===== src/rtl/ap_ctrl_txn_profiler.sv =====
// ap_ctrl_txn_profiler
// Watches one ap_ctrl_hs handshake and records one entry per transaction:
// id, latency, start interval and iteration count. Entries go into a small
// FIFO that the CSV sampler drains over a valid/ready stream.
module ap_ctrl_txn_profiler #(
    parameter int CW    = 32,
    parameter int IDW   = 16,
    parameter int DEPTH = 4,
    parameter int DROPW = 8
) (
    input  logic             clock,
    input  logic             reset,
    input  logic             ap_start,
    input  logic             ap_ready,
    input  logic             ap_done,
    input  logic             ap_continue,
    input  logic             iter_pulse,
    input  logic             finish,
    output logic             rec_valid,
    input  logic             rec_ready,
    output logic [IDW-1:0]   rec_id,
    output logic [CW-1:0]    rec_latency,
    output logic [CW-1:0]    rec_interval,
    output logic [CW-1:0]    rec_iters,
    output logic             rec_partial,
    output logic [DROPW-1:0] drop_cnt,
    output logic             busy
);

    localparam int AW = $clog2(DEPTH);

    typedef enum logic [1:0] {IDLE, BUSY, WAIT_CONT, HALT} state_t;

    typedef struct packed {
        logic           partial;
        logic [CW-1:0]  iters;
        logic [CW-1:0]  interval;
        logic [CW-1:0]  latency;
        logic [IDW-1:0] id;
    } rec_t;

    state_t          state, state_next;
    logic [CW-1:0]   cyc;
    logic [CW-1:0]   ts;
    logic [CW-1:0]   cur_interval;
    logic [CW-1:0]   cur_iters;
    logic [CW-1:0]   lat_frozen;
    logic            first;
    logic [IDW-1:0]  id;

    logic [CW-1:0]   lat_now;
    logic [CW-1:0]   iters_plus;
    logic [CW-1:0]   start_int;
    logic [CW-1:0]   start_iters;

    logic            push;
    rec_t            push_rec;
    logic            start_cap;
    logic            freeze;
    logic [CW-1:0]   freeze_val;
    logic            iter_inc;

    rec_t            mem [DEPTH];
    logic [AW:0]     wr_ptr, rd_ptr;
    logic            fifo_empty, fifo_full, pop, do_write, do_drop;

    // ap_ready is diagnostic only and never affects timing or state
    logic unused_ap_ready;
    assign unused_ap_ready = ap_ready;

    assign lat_now     = cyc - ts + CW'(1);
    assign iters_plus  = (cur_iters == {CW{1'b1}}) ? cur_iters : cur_iters + CW'(1);
    assign start_int   = first ? '0 : cyc - ts;
    assign start_iters = iter_pulse ? CW'(1) : '0;

    // Next-state logic and the record to push when a transaction closes
    always_comb begin
        state_next       = state;
        push             = 1'b0;
        push_rec.partial = 1'b0;
        push_rec.iters   = cur_iters;
        push_rec.interval = cur_interval;
        push_rec.latency = lat_now;
        push_rec.id      = id;
        start_cap        = 1'b0;
        freeze           = 1'b0;
        freeze_val       = lat_now;
        iter_inc         = 1'b0;
        case (state)
            IDLE: begin
                if (finish) begin
                    state_next = HALT;
                end else if (ap_start) begin
                    start_cap = 1'b1;
                    if (ap_done && ap_continue) begin
                        push              = 1'b1;
                        push_rec.latency  = CW'(1);
                        push_rec.interval = start_int;
                        push_rec.iters    = start_iters;
                    end else if (ap_done) begin
                        freeze     = 1'b1;
                        freeze_val = CW'(1);
                        state_next = WAIT_CONT;
                    end else begin
                        state_next = BUSY;
                    end
                end
            end
            BUSY: begin
                push_rec.iters = iter_pulse ? iters_plus : cur_iters;
                iter_inc       = iter_pulse;
                if (finish) begin
                    push             = 1'b1;
                    push_rec.partial = 1'b1;
                    state_next       = HALT;
                end else if (ap_done && ap_continue) begin
                    push       = 1'b1;
                    state_next = IDLE;
                end else if (ap_done) begin
                    freeze     = 1'b1;
                    state_next = WAIT_CONT;
                end
            end
            WAIT_CONT: begin
                push_rec.latency = lat_frozen;
                if (finish) begin
                    push             = 1'b1;
                    push_rec.partial = 1'b1;
                    state_next       = HALT;
                end else if (ap_continue) begin
                    push       = 1'b1;
                    state_next = IDLE;
                end
            end
            default: begin
                state_next = HALT;
            end
        endcase
    end

    // State register, cycle counter and per-transaction bookkeeping
    always_ff @(posedge clock or posedge reset) begin
        if (reset) begin
            state        <= IDLE;
            cyc          <= '0;
            ts           <= '0;
            cur_interval <= '0;
            cur_iters    <= '0;
            lat_frozen   <= '0;
            first        <= 1'b1;
            id           <= '0;
        end else begin
            state <= state_next;
            cyc   <= cyc + CW'(1);
            if (start_cap) begin
                ts           <= cyc;
                cur_interval <= start_int;
                cur_iters    <= start_iters;
                first        <= 1'b0;
            end else if (iter_inc) begin
                cur_iters <= iters_plus;
            end
            if (freeze) begin
                lat_frozen <= freeze_val;
            end
            if (push) begin
                id <= id + IDW'(1);
            end
        end
    end

    assign fifo_empty = (wr_ptr == rd_ptr);
    assign fifo_full  = (wr_ptr[AW] != rd_ptr[AW]) && (wr_ptr[AW-1:0] == rd_ptr[AW-1:0]);
    assign pop        = !fifo_empty && rec_ready;
    assign do_write   = push && (!fifo_full || pop);
    assign do_drop    = push && fifo_full && !pop;

    // Record FIFO; a push into a full FIFO survives only if the head pops that cycle
    always_ff @(posedge clock or posedge reset) begin
        if (reset) begin
            wr_ptr   <= '0;
            rd_ptr   <= '0;
            drop_cnt <= '0;
            for (int i = 0; i < DEPTH; i++) begin
                mem[i] <= '0;
            end
        end else begin
            if (do_write) begin
                mem[wr_ptr[AW-1:0]] <= push_rec;
                wr_ptr              <= wr_ptr + 1'b1;
            end
            if (pop) begin
                rd_ptr <= rd_ptr + 1'b1;
            end
            if (do_drop && (drop_cnt != {DROPW{1'b1}})) begin
                drop_cnt <= drop_cnt + DROPW'(1);
            end
        end
    end

    assign rec_valid    = !fifo_empty;
    assign rec_id       = mem[rd_ptr[AW-1:0]].id;
    assign rec_latency  = mem[rd_ptr[AW-1:0]].latency;
    assign rec_interval = mem[rd_ptr[AW-1:0]].interval;
    assign rec_iters    = mem[rd_ptr[AW-1:0]].iters;
    assign rec_partial  = mem[rd_ptr[AW-1:0]].partial;
    assign busy         = (state == BUSY) || (state == WAIT_CONT);

endmodule


===== config.mk =====
export PLATFORM = sky130hd
export DESIGN_NAME = ap_ctrl_txn_profiler
export DESIGN_NICKNAME = d
export VERILOG_FILES = /design/src/rtl/ap_ctrl_txn_profiler.sv
export SDC_FILE = /design/constraint.sdc
export NUM_CORES = 2
export LEC_CHECK = 0
export ABC_AREA = 0
export BUFFER_PORTS_ARGS = -buffer_cell sky130_fd_sc_hd__buf_2
export CORE_MARGIN = 5
export CORE_UTILIZATION = 55
export DETAILED_ROUTE_END_ITERATION = 8
export HOLD_SLACK_MARGIN = 0.06
export PLACE_DENSITY = 0.72
export SETUP_SLACK_MARGIN = 0.1
export SKIP_LAST_GASP = 1
export SYNTH_ARGS = -nofsm -noshare
export SYNTH_HDL_FRONTEND = slang
export SYNTH_SLANG_ARGS = --single-unit

===== constraint.sdc =====
create_clock -name clock -period 44.5 [get_ports clock]
set_input_delay 11.125 -clock clock [delete_from_list [all_inputs] [get_ports clock]]
set_output_delay 11.125 -clock clock [all_outputs]
set_load 0.005 [all_outputs]

### Word-level counts from Yosys, hierarchy flattened

Index checks and enable logic that the tools add are counted.
W data, S select, Z words.

* register bits after elaboration: 645
* bits of input ports: 9
* output and inout port bits: 123
* word-level logic and storage cells: 124

* $add $sub $neg: 8
* $lt $le $gt $ge: 3
* equal/unequal tests: 11
* mux-type cells: 52
* bitwise operators: 2
* reductions and logical operators: 17

Operator list (number)
* $bwmux W452: 1
* $mux W32: 11
* $mux W113: 3
* $mux W96: 3
* $bmux W113 S2: 1
* $demux W113 S2: 1
* $pmux W32 S2: 2
* $add A32 B1 Y32 const B: 3
* $eq A32 B32 Y1 const B: 1
* $sub A32 B32 Y32: 1
* $mux W1: 18
* $mux W2: 9
* $add A16 B1 Y16 const B: 1
* $ne A3 B3 Y1 const B: 3
* $add A8 B1 Y8 const B: 1
* $logic_and A1 B1 Y1: 8
* $ne A8 B8 Y1 const B: 1
* $add A3 B1 Y3 const B: 2
* $ge A3 B3 Y1 const B: 2
* $not A2 Y3: 2
* $pmux W2 S3: 1
* $ne A4 B4 Y1 const B: 1
* $reduce_and A4 Y1: 1
* $eq A3 B3 Y1: 1
* 12 further kinds: 15

### Longest topological paths before layout

* depth after elaboration: 8
* mapped depth: 16

### Least setup slack after synthesis

OpenSTA, ideal clock, no wires.

* path kind: input to register
* start point: input port finish
* end point: register mem[386] (netlist name)
* library setup time: 0.069 ns
* arrival: 13.535 ns
* required time: 44.431 ns
* path slack: 30.896 ns
* stages on the path: 13
* buffers on the path: 4
* path through: clkbuf_1 -> or2_2 -> clkbuf_1 -> o21ai_0 -> nand2_1 -> a21oi_1 -> nor2b_1 -> buf_2 -> and2_1 -> clkbuf_1 -> nand2_1 -> or3_1 -> nand3_1

* longest elaborated chain between the ends: 3

Ends and longest elaborated chain
* start: declaration: RTL line 18 `input logic finish,`
* $mux W96, or another cell as far along: RTL line 91 `if (finish) begin`
* $pmux W32 S2 or $pmux W1 S3 (tied branches): RTL line 89 `case (state)`
* $bwmux W452 or $logic_and A1 B1 Y1 (tied branches): RTL line 189, 175
* end signal: indexed assignment: RTL line 189 `mem[wr_ptr[AW-1:0]] <= push_rec;`
* end: declaration: RTL line 63 `rec_t mem [DEPTH];`

Parallel ways exist; a longest one is shown, timed or not.
A chain may end at the register's enable or synchronous reset.

### Worst setup path in the final report

* start point: input port ap_start
* end point: register mem[34] (netlist name)

* longest elaborated chain between the ends: 4

Ends and longest elaborated chain
* start: declaration: RTL line 13 `input logic ap_start,`
* $mux W96 or $mux W1 (tied branches): RTL line 93 `end else if (ap_start) begin`
* $mux W96 or $mux W1 (tied branches): RTL line 91
* $pmux W32 S2 or $pmux W1 S3 (tied branches): RTL line 89
* $bwmux W452 or $logic_and A1 B1 Y1 (tied branches): RTL line 189, 175

Parallel ways exist; a longest one is shown, timed or not.

==> flow_summary.toml <==
[placed_design]
globalplace.congestion = 0.874
hpwl_um = 49500
placed_area_sq_um = 32200
numPortBuffers = 130
dp_cells = 3889

[drt]
ant_nets = 0
first_iter_violations = 2009
wl_um = 76900
viasPerCell = 6.03
wl_per_cell_um = 19.2
via_count = 24200
dr.pass1.iters = 5
route.detailed.drc = 0

[timing]
fin_setup_tns_ns = 0
finalCritPeriodShare_pct = 33.1
fin_crit_ns = 14.73
worst_pin_slew_ns = 1.22
max_slew_margin_pct = 18.4
clock.fmax_mhz = 67.9
drv_slew = 0
hold_viol_final = 0
finClkSkew_ns = 0.0162
rsz0062_at_grt = "no"
finalSetupViolCount = 0

[floorplan]
die_area_sq_um = 61600
die_w_um = 248
initial_core_util_pct = 55.4
core_area_sq_um = 56300
ioPinCount = 132
fp.dieH_um = 248
num_rows = 87

[critical_path]
r2r_start = "state[0]$_DFFE_PP0P_"
crit_chain = "buf_2 -> nand2_1 -> or2_2 -> o21ai_0 -> nand2_1 -> a21oi_1 -> buf_4 -> nor2b_1 -> nand2_4 -> buf_4 -> nor3_1 -> mux2i_1 -> o211ai_1"
endpoint_kind = "register"
path_delay_family = "simple AND/OR/NAND/NOR gates"
rr_endpoint = "mem[34]$_DFFE_PP0P_"
critical_path.slowest_cell = "nor2b_1"
path_class = "in2reg"
reg2reg_setup_slack_ns = 39.49
required_ns = 45.00
startpoint_type = "primary input"
cp.arrival_ns = 15.24
reg2reg_depth = 14
cpPeakStageDelay_ns = 0.90
path_max_fanout = 108
crit_buf_inv = 3

[global_routing]
antenna_found_initial = 2
grt_pass1_wl_um = 127000
grt_max_degree = 192
gr-total-overflow = 0
track_usage_pct = 25.3
grt_pass1_vias = 24400

[yosys]
yosysTopAreaCell = "dfrtp_1"
ys.flop_type = "dfrtp_1"
synthCells = 3193
ys_ff_latch = 645
synth.most_common_cell = "nand2_1"
syn_nets = 3248
synth-edff-count = 0
syn_area_per_cell_sq_um = 9.77
yosysSeqAreaShare_pct = 51.8
synth.top_cells.by_area = "dfrtp_1 (52%), nand2_1 (9.1%), mux4_2 (8.2%)"
yosysUniqueCellTypes = 83
yosys-top-cells-count = "nand2_1 (758), dfrtp_1 (644), o21ai_0 (454), clkbuf_1 (188), nor2_1 (139)"
syn_area_sq_um = 31200
yosysWarnings = 0
synth_top_area_share_pct = 51.7
synthArstFlopShare_pct = 100

[clock_network]
ctsResizeCount = 0
cts_tree = "done"
cts_max_path_buffers = 3
clk_pin_slew_ns = 0.06
root_buffer = "clkbuf_16"
clock-sinks = 645
post-cts-setup-buffers = 0
cts_buffers = 67
cts_hold_buf = 0
clk_latency_ns = 0.60
h-tree-depth = 3

[layout]
final_net_count = 3257
syn2layout_area_growth_pct = 10.6
fin_cells = 4007
final_util_pct = 61.3
fin_area_sq_um = 34500
n_antenna_cell = 0
drive_above_1_share_pct = 12.8

[worst_hold_path]
hold_start = "mem[232]$_DFFE_PP0P_"
hp-class = "reg2reg"
worstHoldEndpoint = "mem[232]$_DFFE_PP0P_"
whs_path_depth = 2

[pwr]
powerDensity_nw_per_um2 = 72.1
p_total_w = 0.00249
ir_drop_mv = 0.0586
p_leak_nw = 15.8

[flow_run]
maxCapViolCount = 0

[outcome]
outcome = "completed"
worst min-delay path: stages (launching register included):
cell	delay, ns
dfrtp_1	0.34
nand2_1	0.05
nand2_1	0.06
state kept, by name, summed over array words and instances (netlist names), 8 cells and up:
name and count:
mem 452, drop_cnt 8, cur_interval 32, lat_frozen 32
id 16, cur_iters 32, ts 32, cyc 32
metal layers:
layer	wire length, um	vias to the layer above	share of wire [%]	GRT usage (%)
met4	2120	4	2.8	8.15
met5	27	-	0.035	0
met1	32000	12100	42	33.9
met2	38500	718	50	43.4
met3	4300	141	5.6	3.38
li1	-	11200	-	-
per-stage QoR:
step                hold slack (ns)  setup slack [ns]
finish                        0.473             29.77
global route                  0.489             29.38
CTS                           0.474             29.80
global placement              0.454             29.33
floorplan                     0.441             15.31
detailed placement            0.459             29.20
placed cells by master (no fill, tap or decap), drive strengths merged, types with 16 or more instances in the layout:
cell,synthesis,layout
nand4,39,39
dfrtp,644,644
a22o,16,16
a22oi,18,18
o21a,21,21
nand2,759,759
inv,68,70
or3,17,17
clkbuf,189,97
ha,45,45
nand3,66,66
a21oi,115,115
nor2,140,140
xor2,39,39
nor3,63,63
a31oi,37,37
xnor2,80,80
and3,33,33
buf,28,157
mux4,113,113
o21ai,476,476
o31ai,24,24
final cells by class:
type,count,area (sq um)
fillers,4546,21800
repair buffers,157,878
flip-flops and latches,645,16100
inverters,68,263
clock inverters,21,254
multi-input cells,2263,14000
well taps,756,946
clock buffers,97,2010
how the worst max path moves through the flow:
stage / startpoint / endpoint / depth (start not counted)
finish: ap_start / mem[34]$_DFFE_PP0P_ / 13
global route: ap_start / mem[34]$_DFFE_PP0P_ / 13
CTS: ap_start / mem[34]$_DFFE_PP0P_ / 13
detailed placement: ap_start / mem[34]$_DFFE_PP0P_ / 13
global placement: ap_start / mem[34]$_DFFE_PP0P_ / 13
floorplan: reset / cur_interval[0]$_DFFE_PP0P_ / 1
power by group:
part,switching (W),total (W),internal [W]
Clock,0.000231,0.000575,0.000344
Combinational,0.000670,0.00105,0.000377
Sequential,0.000108,0.000868,0.000760
kinds of logic after synthesis:
logic type	share of synthesized area (%)
compound gates	14.2
xor+xnor	3.44
fa+ha+maj	1.87
buf+inv	3.48
flops	51.8
mux	8.53
simple gates	16.8
(Power assumes the default switching activity.)
